[src/rtl/jtag_pkg.sv]
// Shared JTAG TAP definitions: state encoding, default opcodes and the
// standard TMS-driven state transition function.
package jtag_pkg;

    typedef enum logic [3:0] {
        TEST_LOGIC_RESET = 4'd0,
        RUN_TEST_IDLE    = 4'd1,
        SELECT_DR        = 4'd2,
        CAPTURE_DR       = 4'd3,
        SHIFT_DR         = 4'd4,
        EXIT1_DR         = 4'd5,
        PAUSE_DR         = 4'd6,
        EXIT2_DR         = 4'd7,
        UPDATE_DR        = 4'd8,
        SELECT_IR        = 4'd9,
        CAPTURE_IR       = 4'd10,
        SHIFT_IR         = 4'd11,
        EXIT1_IR         = 4'd12,
        PAUSE_IR         = 4'd13,
        EXIT2_IR         = 4'd14,
        UPDATE_IR        = 4'd15
    } tap_state_t;

    localparam int unsigned DEFAULT_IR_WIDTH    = 4;
    localparam int unsigned DEFAULT_DR_WIDTH    = 32;
    localparam logic [31:0] DEFAULT_IDCODE      = 32'h4e20_7d1f;
    localparam logic [3:0]  DEFAULT_INST_IDCODE = 4'h1;
    localparam logic [3:0]  DEFAULT_INST_BYPASS = 4'hf;

    // IEEE 1149.1 TAP transition taken on a TCK rise with the sampled TMS.
    function automatic tap_state_t tap_next(input tap_state_t s, input logic tms);
        tap_state_t nxt;
        nxt = TEST_LOGIC_RESET;
        case (s)
            TEST_LOGIC_RESET: nxt = tms ? TEST_LOGIC_RESET : RUN_TEST_IDLE;
            RUN_TEST_IDLE:    nxt = tms ? SELECT_DR        : RUN_TEST_IDLE;
            SELECT_DR:        nxt = tms ? SELECT_IR        : CAPTURE_DR;
            CAPTURE_DR:       nxt = tms ? EXIT1_DR         : SHIFT_DR;
            SHIFT_DR:         nxt = tms ? EXIT1_DR         : SHIFT_DR;
            EXIT1_DR:         nxt = tms ? UPDATE_DR        : PAUSE_DR;
            PAUSE_DR:         nxt = tms ? EXIT2_DR         : PAUSE_DR;
            EXIT2_DR:         nxt = tms ? UPDATE_DR        : SHIFT_DR;
            UPDATE_DR:        nxt = tms ? SELECT_DR        : RUN_TEST_IDLE;
            SELECT_IR:        nxt = tms ? TEST_LOGIC_RESET : CAPTURE_IR;
            CAPTURE_IR:       nxt = tms ? EXIT1_IR         : SHIFT_IR;
            SHIFT_IR:         nxt = tms ? EXIT1_IR         : SHIFT_IR;
            EXIT1_IR:         nxt = tms ? UPDATE_IR        : PAUSE_IR;
            PAUSE_IR:         nxt = tms ? EXIT2_IR         : PAUSE_IR;
            EXIT2_IR:         nxt = tms ? UPDATE_IR        : SHIFT_IR;
            UPDATE_IR:        nxt = tms ? SELECT_DR        : RUN_TEST_IDLE;
            default:          nxt = TEST_LOGIC_RESET;
        endcase
        return nxt;
    endfunction

endpackage

[src/rtl/jtag_sync_edge.sv]
// Two-flop synchronizer for an asynchronous pin plus a third flop that
// turns the synchronized level into single-clk rise/fall pulses.
module jtag_sync_edge (
    input  logic clk,
    input  logic reset,
    input  logic din,
    output logic rise_c,
    output logic fall_c
);

    logic [2:0] sync_q;

    always_ff @(posedge clk or posedge reset) begin
        if (reset) begin
            sync_q <= '0;
        end else begin
            sync_q <= {sync_q[1:0], din};
        end
    end

    assign rise_c = sync_q[1] & ~sync_q[2];
    assign fall_c = ~sync_q[1] & sync_q[2];

endmodule

[src/rtl/jtag_tap_controller.sv]
// Device-side JTAG TAP: oversampled pins, 16-state TAP FSM, IR/IDCODE/BYPASS
// and a generic DR with capture/update strobes for the debug controller.
module jtag_tap_controller
    import jtag_pkg::*;
#(
    parameter int unsigned          IR_WIDTH     = DEFAULT_IR_WIDTH,
    parameter int unsigned          DR_WIDTH     = DEFAULT_DR_WIDTH,
    parameter logic [31:0]          IDCODE_VALUE = DEFAULT_IDCODE,
    parameter logic [IR_WIDTH-1:0]  INST_IDCODE  = IR_WIDTH'(DEFAULT_INST_IDCODE),
    parameter logic [IR_WIDTH-1:0]  INST_BYPASS  = IR_WIDTH'(DEFAULT_INST_BYPASS)
) (
    input  logic                clk,
    input  logic                reset,
    input  logic                jtag_tck,
    input  logic                jtag_tms,
    input  logic                jtag_tdi,
    input  logic                jtag_trst,
    output logic                jtag_tdo,
    output logic [IR_WIDTH-1:0] instruction,
    input  logic [DR_WIDTH-1:0] data_capture_val,
    output logic                data_capture,
    output logic                data_update,
    output logic [DR_WIDTH-1:0] data_update_val,
    output logic [3:0]          tap_state
);

    logic tck_rise_c;
    logic tck_fall_c;

    logic [1:0] tms_sync;
    logic [1:0] tdi_sync;
    logic [1:0] trst_sync;
    logic       tms_s;
    logic       tdi_s;
    logic       trst_s;

    tap_state_t state_q;
    tap_state_t state_d;

    logic [IR_WIDTH-1:0] ir_shift;
    logic [DR_WIDTH-1:0] dr_shift;
    logic                bypass_ff;
    logic                is_idcode;
    logic                is_bypass;
    logic                is_user;

    jtag_sync_edge u_tck_sync (
        .clk    (clk),
        .reset  (reset),
        .din    (jtag_tck),
        .rise_c (tck_rise_c),
        .fall_c (tck_fall_c)
    );

    // Level synchronizers; same depth as tck so TMS/TDI line up with the rise.
    always_ff @(posedge clk or posedge reset) begin
        if (reset) begin
            tms_sync  <= '0;
            tdi_sync  <= '0;
            trst_sync <= '0;
        end else begin
            tms_sync  <= {tms_sync[0], jtag_tms};
            tdi_sync  <= {tdi_sync[0], jtag_tdi};
            trst_sync <= {trst_sync[0], jtag_trst};
        end
    end

    assign tms_s  = tms_sync[1];
    assign tdi_s  = tdi_sync[1];
    assign trst_s = trst_sync[1];

    always_ff @(posedge clk or posedge reset) begin
        if (reset) begin
            state_q <= TEST_LOGIC_RESET;
        end else begin
            state_q <= state_d;
        end
    end

    always_comb begin
        state_d = state_q;
        if (trst_s) begin
            state_d = TEST_LOGIC_RESET;
        end else if (tck_rise_c) begin
            state_d = tap_next(state_q, tms_s);
        end
    end

    assign tap_state = state_q;

    assign is_idcode = (instruction == INST_IDCODE);
    assign is_bypass = (instruction == INST_BYPASS);
    assign is_user   = !is_idcode && !is_bypass;

    // Instruction register: actions keyed on the state being left at a rise.
    always_ff @(posedge clk or posedge reset) begin
        if (reset) begin
            ir_shift    <= '0;
            instruction <= INST_IDCODE;
        end else if (trst_s || state_q == TEST_LOGIC_RESET) begin
            instruction <= INST_IDCODE;
        end else if (tck_rise_c) begin
            case (state_q)
                CAPTURE_IR: ir_shift    <= IR_WIDTH'(2'b01);
                SHIFT_IR:   ir_shift    <= {tdi_s, ir_shift[IR_WIDTH-1:1]};
                UPDATE_IR:  instruction <= ir_shift;
                default:    ;
            endcase
        end
    end

    // Data registers and the debug-controller strobes.
    always_ff @(posedge clk or posedge reset) begin
        if (reset) begin
            dr_shift        <= '0;
            bypass_ff       <= 1'b0;
            data_capture    <= 1'b0;
            data_update     <= 1'b0;
            data_update_val <= '0;
        end else begin
            data_capture <= 1'b0;
            data_update  <= 1'b0;
            if (!trst_s && tck_rise_c) begin
                case (state_q)
                    CAPTURE_DR: begin
                        if (is_idcode) begin
                            dr_shift <= DR_WIDTH'(IDCODE_VALUE);
                        end else if (is_bypass) begin
                            bypass_ff <= 1'b0;
                        end else begin
                            dr_shift     <= data_capture_val;
                            data_capture <= 1'b1;
                        end
                    end
                    SHIFT_DR: begin
                        if (is_bypass) begin
                            bypass_ff <= tdi_s;
                        end else begin
                            dr_shift <= {tdi_s, dr_shift[DR_WIDTH-1:1]};
                        end
                    end
                    UPDATE_DR: begin
                        if (is_user) begin
                            data_update     <= 1'b1;
                            data_update_val <= dr_shift;
                        end
                    end
                    default: ;
                endcase
            end
        end
    end

    // TDO changes on the TCK fall so the host can sample it on the next rise.
    always_ff @(posedge clk or posedge reset) begin
        if (reset) begin
            jtag_tdo <= 1'b0;
        end else if (trst_s) begin
            jtag_tdo <= 1'b0;
        end else if (tck_fall_c) begin
            case (state_q)
                SHIFT_IR: jtag_tdo <= ir_shift[0];
                SHIFT_DR: jtag_tdo <= is_bypass ? bypass_ff : dr_shift[0];
                default:  jtag_tdo <= 1'b0;
            endcase
        end
    end

endmodule

[config.mk]
export PLATFORM = sky130hd
export DESIGN_NAME = jtag_tap_controller
export DESIGN_NICKNAME = d
export VERILOG_FILES = /design/src/rtl/jtag_pkg.sv /design/src/rtl/jtag_sync_edge.sv /design/src/rtl/jtag_tap_controller.sv
export SDC_FILE = /design/constraint.sdc
export NUM_CORES = 1
export LEC_CHECK = 0
export CORE_MARGIN = 2
export CORE_UTILIZATION = 46
export DETAILED_ROUTE_END_ITERATION = 10
export PLACE_DENSITY = 0.86
export SETUP_SLACK_MARGIN = 0.2
export SLEW_MARGIN = 5
export SYNTH_ARGS = -nofsm -noshare
export SYNTH_HDL_FRONTEND = slang
export SYNTH_SLANG_ARGS = --single-unit
[constraint.sdc]
create_clock -name clk -period 2.6 [get_ports clk]
set_input_delay 0.39 -clock clk [delete_from_list [all_inputs] [get_ports clk]]
set_output_delay 0.39 -clock clk [all_outputs]
set_load 0.01 [all_outputs]
==> key figures, run 1 <==
Die
  • Rows: 33
  • Height of the die: 96.84 um
  • Die width: 96.84 um
  • Die area: 0.009378 mm2
  • Initial core utilization: 0.4778
  • Core Area: 0.008299 mm2
  • Io pins: 81

Clock tree
  • H-tree levels: 3
  • Setup bufs post-CTS: 0
  • # hold bufs at CTS: 0
  • CTS max path bufs: 2
  • TritonCTS clock tree: done
  • Clock Pin Slew Worst Setup and Hold Paths: 80 ps
  • Post-cts sizing count: 0
  • CTS Buf Count: 9
  • CTS Sinks: 89
  • Worst skew pair latency: 360 ps
  • CTS root buffer: clkbuf_8

Placed design
  • Final HPWL DP: 5811 um
  • PortBufs: 80
  • Final RePlAce weighted congestion: 0.8580
  • Placed insts: 500
  • Setup WS pre-CTS: 567.2 ps

Drt
  • Final WL: 8462 um
  • Wirelength per Cell: 16.43 um
  • Drt pass-1 iters: 4
  • DRC errors left: 0
  • Vias: 2,848
  • Iter 0 DRT Violations: 189
  • Final antenna-violating net count: 0
  • DR vias/cell: 5.530

Logic synthesis
  • Top cell type's share of synthesized area: 0.5554
  • FFs w/ async S/R, synth: 1.000
  • Synth unique cells: 51
  • Cell Area, Synth: 0.003965 mm2
  • Syn Inst Count: 327
  • Number of synthesized flops with an enable pin: 0
  • Synth warn: 0
  • Largest cells by area after synthesis: dfrtp_1, mux2_4, nand2_1
  • Number of synthesized register bits: 89
  • Top_reg_cell synth: dfrtp_1
  • Synth area leader: dfrtp_1
  • Syn nets: 365
  • Average size of a mapped cell: 12.13 um2
  • Seq/Total Area, Yosys: 0.5620

Timing
  • Clk_skew: 10.90 ps
  • RSZ-0062 raised after global routing: no
  • Fin worst setup slack: 547.3 ps
  • Fmax: 487.2 MHz
  • Worst slew pin tran: 738.0 ps
  • Final min period: 2053 ps
  • Finish-stage setup viols: 0
  • Slew HR: 0.5015
  • Hold Slack: 351.2 ps
  • Tcrit/Tclk final: 0.7895
  • Fin. Hold Viols: 0
  • Fin Setup TNS: 0 ps
  • Max Slew Vio Count: 0

Final layout
  • Fillers: 671
  • # diodes: 0
  • Layout cell share with drive strength beyond 1: 0.1732
  • P&R area growth vs syn: 28.84%
  • Fin cells: 515
  • Most frequent cells in the layout: dfrtp_1, clkdlybuf4s50_1, nand2_1
  • Register area: 0.002228 mm2
  • Layout Nets: 444
  • Multi-input logic area: 0.001583 mm2
  • Most common cell after layout, fill and taps aside: dfrtp_1

Global routing
  • Initial antenna violation count: 0
  • Global-route wire length before repair: 14,090 um
  • Largest net degree at the start of global routing: 90
  • Vias in the first global route: 2,808
  • GRT Total Usage: 0.1877
  • Remaining Overflow, GRT: 0

Setup path
  • CP Max Fanout: 12
  • Crit path DAT: 1660 ps
  • Setup CP Type: reg2out
  • Crit start category: flip-flop
  • Internal reg-to-reg setup slack: 550 ps
  • Crit path required time: 2210 ps
  • Crit. End Element: primary output

Status
  • Status: complete, no violations

Power
  • VDD IR max: 0.3365 mV
  • Pwr/cell area: 531.8 mW/mm2
  • LEAKAGE: 2.279 nW

Flow run
  • Maxcap violations: 0

Worst hold path
  • Worst hold path type: reg2reg
[registers in the layout, indices dropped and copies added, names as in the netlist]
register and flops:
instruction 4, tdi_sync 2, trst_sync 2, dr_shift 32
tms_sync 2, tap_state 4, data_update_val 32, bypass_ff 1
data_capture 1, u_tck_sync.sync_q 3, jtag_tdo 1, ir_shift 4
data_update 1
[cells in the mapped netlist (all sizes together), types with 5 or more instances]
cell type	number
inv	8
clkbuf	9
nand2	37
mux2	34
buf	13
o22ai	17
nor2	7
o21ai	41
a22oi	15
a21oi	7
dfrtp	88
nand3	5
[final cells by class]
type | instances | share of cell area
Sequential cell | 89 | 0.4362
Inverter | 8 | 0.006613
Clock inverter | 5 | 0.02033
Clock buffer | 10 | 0.02498
Multi-Input combinational cell | 208 | 0.3098
Timing Repair Buffer | 90 | 0.1763
Tap cell | 105 | 0.02572
[stage by stage]
stage	utilization	power, W	cell area [um2]
after detailed placement	0.5877	0.001645	4877
final	0.6156	0.002717	5109
after global placement	0.5877	0.001639	4877
after floorplan	-	0.001548	3969
after CTS	0.6156	0.002749	5109
after global routing	0.6156	0.002821	5109
[cell families after synthesis]
kind of cell,count (synthesis),share of synthesized area
muxes,37,0.1316
xor gates and xnor gates,1,0.002209
and+or+nand+nor,73,0.1010
AOI/OAI and AO/OA,97,0.1600
buffers and inverters,30,0.04323
DFF,89,0.5620
[metal layers]
metal / part of all wire / GRT usage
met1: 0.46 / 0.2579
met2: 0.48 / 0.2922
met3: 0.039 / 0.03468
met4: 0.022 / 0.08342
met5: 0 / 0
[final timing paths]
| kind | end | cells past startpoint | start |
|---|---|---|---|
| hold / removal | tms_sync[1] | 0 | tms_sync[0] |
| setup reg to reg | dr_shift[27] | 5 | tap_state[0] |
| hold reg to reg | tms_sync[1] | 0 | tms_sync[0] |
| min in group asynchronous | instruction[1] | 3 | reset |
| setup / recovery | tap_state[2] | 2 | tap_state[2] |
| max in group asynchronous | u_tck_sync.sync_q[1] | 3 | reset |
[worst max-delay path, cell delays in order (launching register included)]
cell	delay, ps
dfrtp_1	520
buf_4	240
clkdlybuf4s50_1	550
[power by group]
part           switching (W)  leakage [nW]  internal, W
Clock               0.000465         0.117     0.000635
Sequential         0.0000319          1.06      0.00142
Combinational      0.0000797          1.10    0.0000891
Total               0.000577          2.28      0.00214
Power figures use the tool's default switching activity.
==> inputs of run 2 (changes only) <==
==> constraint.sdc (replaced) <==
create_clock -name clk -period 1.7 [get_ports clk]
set_input_delay 0.255 -clock clk [delete_from_list [all_inputs] [get_ports clk]]
set_output_delay 0.255 -clock clk [all_outputs]
set_load 0.01 [all_outputs]
==> run 2 against run 1 <==
  * Clock power is 31% higher
  * The flow now finishes with violations (negative setup slack)
  * Global-route usage increased by 4.6 points
  * Sequential share of layout area down 6.4 points
  * Clock skew rose by 12 ps
  * Sequential power increased by 54%
  * Worst hold slack got worse by 40 ps
  * Power grew 49%
  * Critical path depth rose by 6
  * Wire length grew 43%
  * First-iteration DRC count grew 46%
  * Highest routed layer unchanged
  * Design area grew 17%
==> key figures, run 2 (synthesis results as in run 1) <==
Timing
  • Max Slew Vio Count: 0
  • Fin worst setup slack: -58.72 ps
  • RSZ-0062 raised after global routing: yes
  • Final min period: 1759 ps
  • Clk_skew: 22.47 ps
  • Tcrit/Tclk final: 1.035
  • Finish-stage setup viols: 59
  • Worst slew pin tran: 376.8 ps
  • Fmax: 568.6 MHz
  • Slew HR: 0.7455
  • Fin. Hold Viols: 0
  • Fin Setup TNS: -1224 ps

Drt
  • DR vias/cell: 5.920
  • Wirelength per Cell: 21.53 um
  • Final antenna-violating net count: 0
  • Vias: 3,327
  • Drt pass-1 iters: 5
  • DRC errors left: 0
  • Iter 0 DRT Violations: 276
  • Final WL: 12,100 um

Final layout
  • Layout cell share with drive strength beyond 1: 0.4048
  • Final Cell Area: 0.005993 mm2
  • Biggest regs: data_update_val: 32 flops, dr_shift: 32 flops
  • Most common cell after layout, fill and taps aside: dfrtp_1
  • Layout Nets: 491
  • P&R area growth vs syn: 51.15%
  • # diodes: 0
  • Util after Layout: 0.7221
  • Most frequent cells in the layout: dfrtp_1, clkdlybuf4s50_1, mux2_4, dlygate4sd2_1, buf_4
  • Fin cells: 562

Setup path
  • Critical path, cell by cell: buf_6 -> buf_8 -> and3b_2 -> o211ai_4 -> buf_12 -> clkbuf_16 -> nand2_4 -> o21ai_2
  • Worst reg2reg path endpoint: dr_shift[22]
  • CP Max Fanout: 8
  • Crit path DAT: 2040 ps
  • Crit. End Element: flip-flop
  • R2r startpoint: tap_state[0]
  • Setup CP Type: reg2reg
  • Reg2Reg Depth: 8
  • CP max stage cell: dfrtp_2
  • Crit path required time: 1990 ps
  • Slowest stage delay, CP: 450 ps
  • Crit start category: flip-flop
  • Internal reg-to-reg setup slack: -60 ps

Placed design
  • Final HPWL DP: 6187 um
  • Post-Place Cell Area: 0.005076 mm2
  • Final RePlAce weighted congestion: 0.7949
  • PortBufs: 80
  • Placed insts: 518

Clock tree
  • CTS root buffer: clkbuf_8
  • Worst skew pair latency: 370 ps
  • CTS Buf Count: 9
  • CTS max path bufs: 2
  • CTS Sinks: 89
  • # hold bufs at CTS: 0
  • TritonCTS clock tree: done
  • Clock Pin Slew Worst Setup and Hold Paths: 100 ps
  • H-tree levels: 3

Global routing
  • Global-route wire length before repair: 17,350 um
  • Remaining Overflow, GRT: 0
  • GRT Total Usage: 0.2339
  • Vias in the first global route: 3,241
  • Initial antenna violation count: 0
  • Largest net degree at the start of global routing: 49

Die
  • Io pins: 81
  • Rows: 33
  • Die width: 96.84 um
  • Initial core utilization: 0.4778
  • Height of the die: 96.84 um
  • Core Area: 0.008299 mm2
  • Die area: 0.009378 mm2

Power
  • Pwr/cell area: 675.7 mW/mm2
  • LEAKAGE: 2.900 nW
  • VDD IR max: 0.4072 mV

Status
  • Failing checks: negative setup slack
  • Status: complete, but fails checks

Worst hold path
  • Worst hold path type: in2async

Flow run
  • Maxcap violations: 0
==> run 2: worst max-delay path by stage <==
stage | start | to | slack, ps | depth (start not counted)
after floorplan | tap_state[0] | dr_shift[20] | -80 | 7
after global placement | instruction[0] | dr_shift[11] | -150 | 4
after detailed placement | instruction[0] | dr_shift[8] | -230 | 4
after CTS | tap_state[0] | data_update_val[26] | 4 | 5
after global routing | tap_state[0] | dr_shift[28] | -110 | 8
final | tap_state[0] | dr_shift[22] | -60 | 8
==> run 2: metal layers <==
| metal | share of wire | routed length, um | global-route usage | vias up |
|---|---|---|---|---|
| met5 | 0 | 0 | 0 | - |
| met4 | 0.038 | 457 | 0.1170 | 0 |
| met3 | 0.069 | 837 | 0.04697 | 34 |
| met2 | 0.50 | 6015 | 0.3793 | 183 |
| met1 | 0.40 | 4790 | 0.2996 | 1665 |
| li1 | - | - | - | 1445 |
==> run 2: critical path: cells and delay by family, from the launching register on <==
family	cells	cell delay, ps
simple gates	2	280
compound gates	2	370
flops	1	450
buf+inv	4	580
==> run 2: report_power, final <==
part / total (W) / internal, W / switching (W)
Sequential: 0.00223 / 0.00217 / 0.0000620
Combinational: 0.000383 / 0.000209 / 0.000174
Clock: 0.00144 / 0.000679 / 0.000760
==> run 2: cell type report <==
cell class                      instances  area [um2]
Clock inverter                          4       55.05
Multi-Input combinational cell        209        1906
Tap cell                              105       131.4
Timing Repair Buffer                  136        1503
Sequential cell                        89        2233
Clock buffer                           11       131.4
Inverter                                8       33.78
Fill cell                             518        2306
==> run 2: stage by stage <==
stage          total power [W]  worst slack (ps)  hold slack (ps)
2_1_floorplan         0.002370            -78.50            286.4
3_3_place_gp          0.002524            -146.2            332.8
3_5_place_dp          0.002535            -226.8            336.4
4_1_cts               0.003977             3.731            329.3
5_1_grt               0.004188            -107.9            316.8
6_report              0.004050            -58.72            311.4
==> run 2: timing repair <==
action	CTS	global route
gates cloned	4	4
pin swaps	15	18
buffers inserted	17	4
endpoints found under the setup margin	108	88
resized for setup	103	64
==> RTL change 1, RTL diff (config.mk and constraints of run 2) <==
Change the package constant `DEFAULT_IR_WIDTH` from 4 to 5.
--- a/src/rtl/jtag_pkg.sv
+++ b/src/rtl/jtag_pkg.sv
@@ -21,7 +21,7 @@
         UPDATE_IR        = 4'd15
     } tap_state_t;
 
-    localparam int unsigned DEFAULT_IR_WIDTH    = 4;
+    localparam int unsigned DEFAULT_IR_WIDTH    = 5;
     localparam int unsigned DEFAULT_DR_WIDTH    = 32;
     localparam logic [31:0] DEFAULT_IDCODE      = 32'h4e20_7d1f;
     localparam logic [3:0]  DEFAULT_INST_IDCODE = 4'h1;
Interface: changed (resized instruction); port bits go from 81 to 82. No check against the original RTL was run, so the function may have changed too.
==> RTL change 1 against run 2 <==
  * The flow still finishes with violations (negative setup slack)
  * Total power down 2.1%
  * Worst setup slack got worse by 0.32 ns
  * Wire length rose by 9.5%
  * Sequential cell count grew 2
  * Area after synthesis fell by 0.92%
  * Critical path type unchanged
  * Critical endpoint is now dr_shift[4]
  * Combinational power down 10%
  * Sequential share of layout area rose by 0.26 points
  * Non-clock buffer count grew 13
  * Final area increased by 1.5%
==> RTL change 1: results (changes against run 2) <==
** Synthesis
- Top cells by count, synth :: sky130_fd_sc_hd__dfrtp_1, sky130_fd_sc_hd__a32o_1, sky130_fd_sc_hd__inv_1, sky130_fd_sc_hd__clkbuf_1, sky130_fd_sc_hd__a22o_1
- The net count after synthesis is 364 (-0.27%).

** Power and ir drop
- Maximum vdd ir drop :: 0.000508 V (+25%)
- Pleak :: 2.86 nW (-1.4%)
- Fraction of power spent switching nets :: 25.9% (+1.3 points)

** Status
- The run finished, with violations left.
- Violated checks :: negative setup slack

** Worst setup path
- Length in cells of the worst reg-to-reg path :: 7 (-1)
- Delay of the slowest cell on the worst path :: 0.57 ns (+0.12 ns)
- Max FO, Critical Path :: 6 (-2)
- The signal arrival time at the worst endpoint is 2.38 ns (+0.34 ns).

** Route
- Aggregate routed wire length :: 13.3 mm (+9.5%)
- The per-cell via count in the routed design came to 6.16 (+4.0%).
- Met2 routed wirelength :: 6.66 mm (+11%)

** Placed design
- The placement-stage cell area is 0.00508 mm^2 (about the same).
- Placement-stage worst setup slack :: -0.289 ns (-0.0626 ns)
- Buffers on Ports :: 81 (+1.3%)
- The total half-perimeter wirelength after legalization and detailed placement came to 6.59 mm (+6.6%).

** Layout
- The area growth from synthesis to layout is 54.8%.
- The fraction of layout cells with a size suffix above 1 was 31.5% (-9.0 points).

** STA
- The least setup slack across all paths after layout came to -0.379 ns (-0.321 ns).
- Total of endpoints with negative setup slack in the final report :: 65 (+10%)
- Worst Tran Pin Value :: 0.338 ns (-0.0390 ns)
- Worst clock skew :: 0.0122 ns (-0.0103 ns)

** Global routing
- GRT Resource Usage Total :: 24.9% (+1.5 points)
- First-pass GRT wire length :: 17.1 mm (-1.2%)
- Via count of the first global-routing pass :: 3,355 (+3.5%)
RTL change 1: cell types whose count changed in the layout (fill, tap and decap cells not counted), sizes merged, moves of 3 or more:
cell                 run 2  this run
mux2                    34        16
dlygate4sd2             33        40
dlymetal6s2s             4         0
a32o                     0        32
mux2i                    3        16
a22o                     0        20
a22oi                   15         0
nor3                     2         5
buf                     54        66
o21ai                   41         8
inv                      7        23
or3                      0         3
nand2                   37        12
RTL change 1: how the worst max path moves through the flow:
stage                 start      endpoint  slack [ns]  cells past startpoint
4_1_cts        tap_state[3]  dr_shift[22]       -0.28                      6
3_5_place_dp   tap_state[3]   dr_shift[3]       -0.29                      6
5_1_grt        tap_state[1]  dr_shift[27]       -0.45                      7
3_3_place_gp   tap_state[3]  dr_shift[19]       -0.21                      5
6_report       tap_state[1]   dr_shift[4]       -0.38                      7
2_1_floorplan  tap_state[3]   dr_shift[5]       -0.41                      6
RTL change 1: cell type report:
| class | count | area [um^2] |
|---|---|---|
| multi-input combinational | 185 | 1700 |
| tap | 105 | 131 |
| inverter | 23 | 90.1 |
| sequential | 91 | 2280 |
| timing repair buffer | 149 | 1690 |
| clock inverter | 6 | 48.8 |
| fill | 504 | 2180 |
| clock buffer | 10 | 138 |
RTL change 1: stage by stage:
step / total power, W / hold WS, ns / instances / utilization [%]
floorplan: 0.00235 / 0.286 / 326 / -
global placement: 0.00251 / 0.334 / 515 / 61.5
detailed placement: 0.00252 / 0.335 / 515 / 61.5
CTS: 0.00389 / 0.317 / 551 / 68.6
global route: 0.00407 / 0.317 / 569 / 73.7
finish: 0.00397 / 0.300 / 569 / 73.7
RTL change 1: cell families after synthesis:
group                     Yosys count  synth area share [%]
AOI/OAI and AO/OA                 100                  20.5
DFF                                91                  58.0
and+or+nand+nor                    51                  7.20
buffers and inverters              51                  5.45
muxes                              32                  8.66
xor gates and xnor gates            1                 0.223
RTL change 1: timing repair:
action                     CTS  global route
buffers inserted            12            15
cloned                       8             3
setup endpoints to repair  120            83
resized for setup           91            63
pin swaps                   31            17
RTL change 1: power by group through the flow:
stage / clock network, W / registers (W) / logic, W
final: 0.00142 / 0.00220 / 0.000343
after detailed placement: 0 / 0.00224 / 0.000285
after CTS: 0.00139 / 0.00220 / 0.000302
after global routing: 0.00150 / 0.00220 / 0.000366
after floorplan: 0 / 0.00224 / 0.000113
after global placement: 0 / 0.00224 / 0.000278
RTL change 1: metal layers:
metal | up-vias | GRT usage (%)
met5 | - | 0
met3 | 42 | 4.50
met4 | 0 | 10.7
li1 | 1503 | -
met1 | 1776 | 31.6
met2 | 183 | 42.1
==> RTL change 2, RTL diff (settings of run 2) <==
Made on the original files. Add an input register stage for `jtag_tck`, `jtag_tms`, `jtag_tdi` and `data_capture_val`, with the module's reset; this delays them by one clock.
--- a/src/rtl/jtag_tap_controller.sv
+++ b/src/rtl/jtag_tap_controller.sv
@@ -24,6 +24,25 @@
     output logic [3:0]          tap_state
 );
 
+    logic jtag_tck_q;
+    logic jtag_tms_q;
+    logic jtag_tdi_q;
+    logic [DR_WIDTH-1:0] data_capture_val_q;
+
+    always_ff @(posedge clk or posedge reset) begin
+        if (reset) begin
+            jtag_tck_q         <= '0;
+            jtag_tms_q         <= '0;
+            jtag_tdi_q         <= '0;
+            data_capture_val_q <= '0;
+        end else begin
+            jtag_tck_q         <= jtag_tck;
+            jtag_tms_q         <= jtag_tms;
+            jtag_tdi_q         <= jtag_tdi;
+            data_capture_val_q <= data_capture_val;
+        end
+    end
+
     logic tck_rise_c;
     logic tck_fall_c;
 
@@ -47,7 +66,7 @@
     jtag_sync_edge u_tck_sync (
         .clk    (clk),
         .reset  (reset),
-        .din    (jtag_tck),
+        .din    (jtag_tck_q),
         .rise_c (tck_rise_c),
         .fall_c (tck_fall_c)
     );
@@ -59,8 +78,8 @@
             tdi_sync  <= '0;
             trst_sync <= '0;
         end else begin
-            tms_sync  <= {tms_sync[0], jtag_tms};
-            tdi_sync  <= {tdi_sync[0], jtag_tdi};
+            tms_sync  <= {tms_sync[0], jtag_tms_q};
+            tdi_sync  <= {tdi_sync[0], jtag_tdi_q};
             trst_sync <= {trst_sync[0], jtag_trst};
         end
     end
@@ -128,7 +147,7 @@
                         end else if (is_bypass) begin
                             bypass_ff <= 1'b0;
                         end else begin
-                            dr_shift     <= data_capture_val;
+                            dr_shift     <= data_capture_val_q;
                             data_capture <= 1'b1;
                         end
                     end
Formal check against the unedited RTL: not equivalent (Yosys sat finds a counterexample within 4 cycles, from zero or initial values and one cycle with reset high).
==> RTL change 2 against run 2 <==
  * Area after synthesis is 20% higher
  * Total power is 71% higher
  * Final area is 29% higher
  * Worst setup slack worse by 0.20 ns
  * Die area is 19% higher
  * Wire length is 38% higher
  * Critical endpoint is now data_update_val[22]
  * Count of clock-buffer cells in the layout is 11 higher
  * Utilization is 3.4 points higher
  * The flow still finishes with violations (negative setup slack)
  * First-iteration DRC count is 38% higher
  * Largest cell class unchanged
  * Sequential cell count is 35 higher
  * Synthesized cell count is 11% higher
==> RTL change 2: results (changes against run 2) <==
** Synthesis
- Top cells by count, synth :: sky130_fd_sc_hd__dfrtp_1, sky130_fd_sc_hd__nand2_1, sky130_fd_sc_hd__mux2_2, sky130_fd_sc_hd__o21ai_0, sky130_fd_sc_hd__o21ai_1
- Sequential cell area fraction in the yosys report :: 65.3% (+9.1 points)
- Number of distinct standard cells referenced by the synthesized netlist :: 47 (-7.8%)
- Sorting the synthesized cells by area gives the leading types as sky130_fd_sc_hd__dfrtp_1, sky130_fd_sc_hd__mux2_2, sky130_fd_sc_hd__nand2_1.
- Synthesized instance count :: 364 (+11%)

** Layout
- Final-stage net count :: 568 (+16%)
- The non-filler instance count after layout is 679 (+21%).
- Largest regs :: data_capture_val_q: 32 flops, data_update_val: 32 flops, dr_shift: 32 flops
- The footprint of the multi-input gates came to 0.00204 mm^2 (+7.2%).
- Layout cell share with drive strength beyond 1 :: 49.0% (+8.5 points)

** Placed design
- The worst-case setup slack after placement was -0.495 ns (-0.269 ns).
- The total half-perimeter wirelength after legalization and detailed placement was 6.83 mm (+10%).
- The number of port buffers was 80 (unchanged).
- The placer's final routability congestion estimate was 0.845 (+6.3%).
- Cell count after placement :: 587 (+13%)

** STA
- Accumulated negative setup slack :: -9.98 ns (-8.76 ns)
- Total of endpoints with negative setup slack in the final report :: 67 (+14%)
- Worst Tran Pin Value :: 0.455 ns (+0.0780 ns)
- The least setup slack across all paths after layout is -0.256 ns (-0.197 ns).

** Global routing
- Via count of the first global-routing pass :: 3,854 (+19%)
- GRT Resource Usage Total :: 24.1% (+0.71 points)
- The pin count of the biggest net entering global routing is 74 (+51%).
- The wire length of the first global-routing pass is 20.3 mm (+17%).

** Status
- The flow ran to the end, but the final reports show violations.
- Violated checks :: negative setup slack

** Route
- DRC marker count from the first detailed-route iteration :: 381 (+38%)
- The post-detailed-routing wire length is 16.6 mm (+38%).
- The per-cell via count in the routed design is 5.90 (-0.26%).
- The detailed-routing iteration count for the pre-antenna-repair pass was 4 (-1).

** Worst hold path
- Worst hold-check path type :: in2reg

** Clock network
- Level count of the clock H-tree :: 4 (+1)
- The clock latency on the worst-skew pair is 0.53 ns (+0.16 ns).
- The post-CTS clock slew at the launch and capture registers of the worst setup and hold paths came to 0.06 ns (-0.04 ns).

** Power and ir drop
- The maximum vdd ir drop is 0.000597 V (+47%).
- The internal power was 0.00536 W (+76%).

** Worst setup path
- The largest fanout of any net on the critical path was 16 (+8).
- The delay of the slowest cell on the worst path came to 0.41 ns (-0.04 ns).
## RTL change 2: cell type report
cell class	count	share of cell area [%]
Clock buffer	22	5.88
Clock inverter	10	1.51
Inverter	10	0.585
Multi-Input combinational cell	211	26.5
Sequential cell	124	40.3
Tap cell	136	2.21
Timing Repair Buffer	166	22.9
## RTL change 2: stage by stage
step	cell area, um^2	hold slack [ns]
2_1_floorplan	4840	0.286
6_report	7700	0.164
4_1_cts	6880	0.170
3_5_place_dp	5930	0.335
5_1_grt	7700	0.156
3_3_place_gp	5930	0.333
## RTL change 2: worst max-delay path: cells and delay by family, from the launching register on
| family | cells | cell delay, ns |
|---|---|---|
| AOI/OAI and AO/OA | 1 | 0.18 |
| buffers and inverters | 3 | 0.53 |
| DFF | 1 | 0.41 |
| muxes | 1 | 0.30 |
| and+or+nand+nor | 2 | 0.40 |
## RTL change 2: power groups by stage
stage,clock network (W),logic (W),registers [W]
after floorplan,0,0.000101,0.00310
after global placement,0,0.000233,0.00311
after detailed placement,0,0.000241,0.00311
after CTS,0.00344,0.000266,0.00306
after global routing,0.00363,0.000366,0.00308
final,0.00351,0.000341,0.00307
## RTL change 2: logic make-up (layout without fill, tap and decap cells)
family | Yosys count | count (layout) | share of synthesized area [%]
flip-flops | 124 | 124 | 65.3
buffers and inverters | 31 | 208 | 3.42
AND/OR/NAND/NOR | 74 | 74 | 8.00
XOR/XNOR | 1 | 1 | 0.184
multiplexers | 37 | 37 | 8.69
AO/OA/AOI/OAI | 97 | 99 | 14.4
## RTL change 2: path summary, 6_finish.rpt
check	start	end	slack (ns)	cells past startpoint
max reg2reg	instruction[2]	data_update_val[22]	-0.26	7
max in group asynchronous	reset	u_tck_sync.sync_q[2]	1.14	3
min in group asynchronous	reset	dr_shift[19]	0.19	3
min	data_capture_val[10]	data_capture_val_q[10]	0.16	1
min reg2reg	jtag_tms_q	tms_sync[0]	0.36	0
max	instruction[2]	data_update_val[22]	-0.26	7
## RTL change 2: what timing repair did
| action | 4_1_cts | 5_1_grt |
|---|---|---|
| hold buffers | 0 | 0 |
| cloned | 2 | 9 |
| endpoints found under the hold margin | 0 | 0 |
| pin swaps | 19 | 30 |
| buffers inserted | 28 | 21 |
| endpoints found under the setup margin | 114 | 84 |
| gates resized for setup | 114 | 117 |
## RTL change 2: layer usage
metal	track usage, %	wire length, um	vias up
met1	29.8	6250	2039
met4	12.4	902	0
met5	0	0	-
li1	-	-	1657
met3	7.17	1110	72
met2	38.4	8380	241
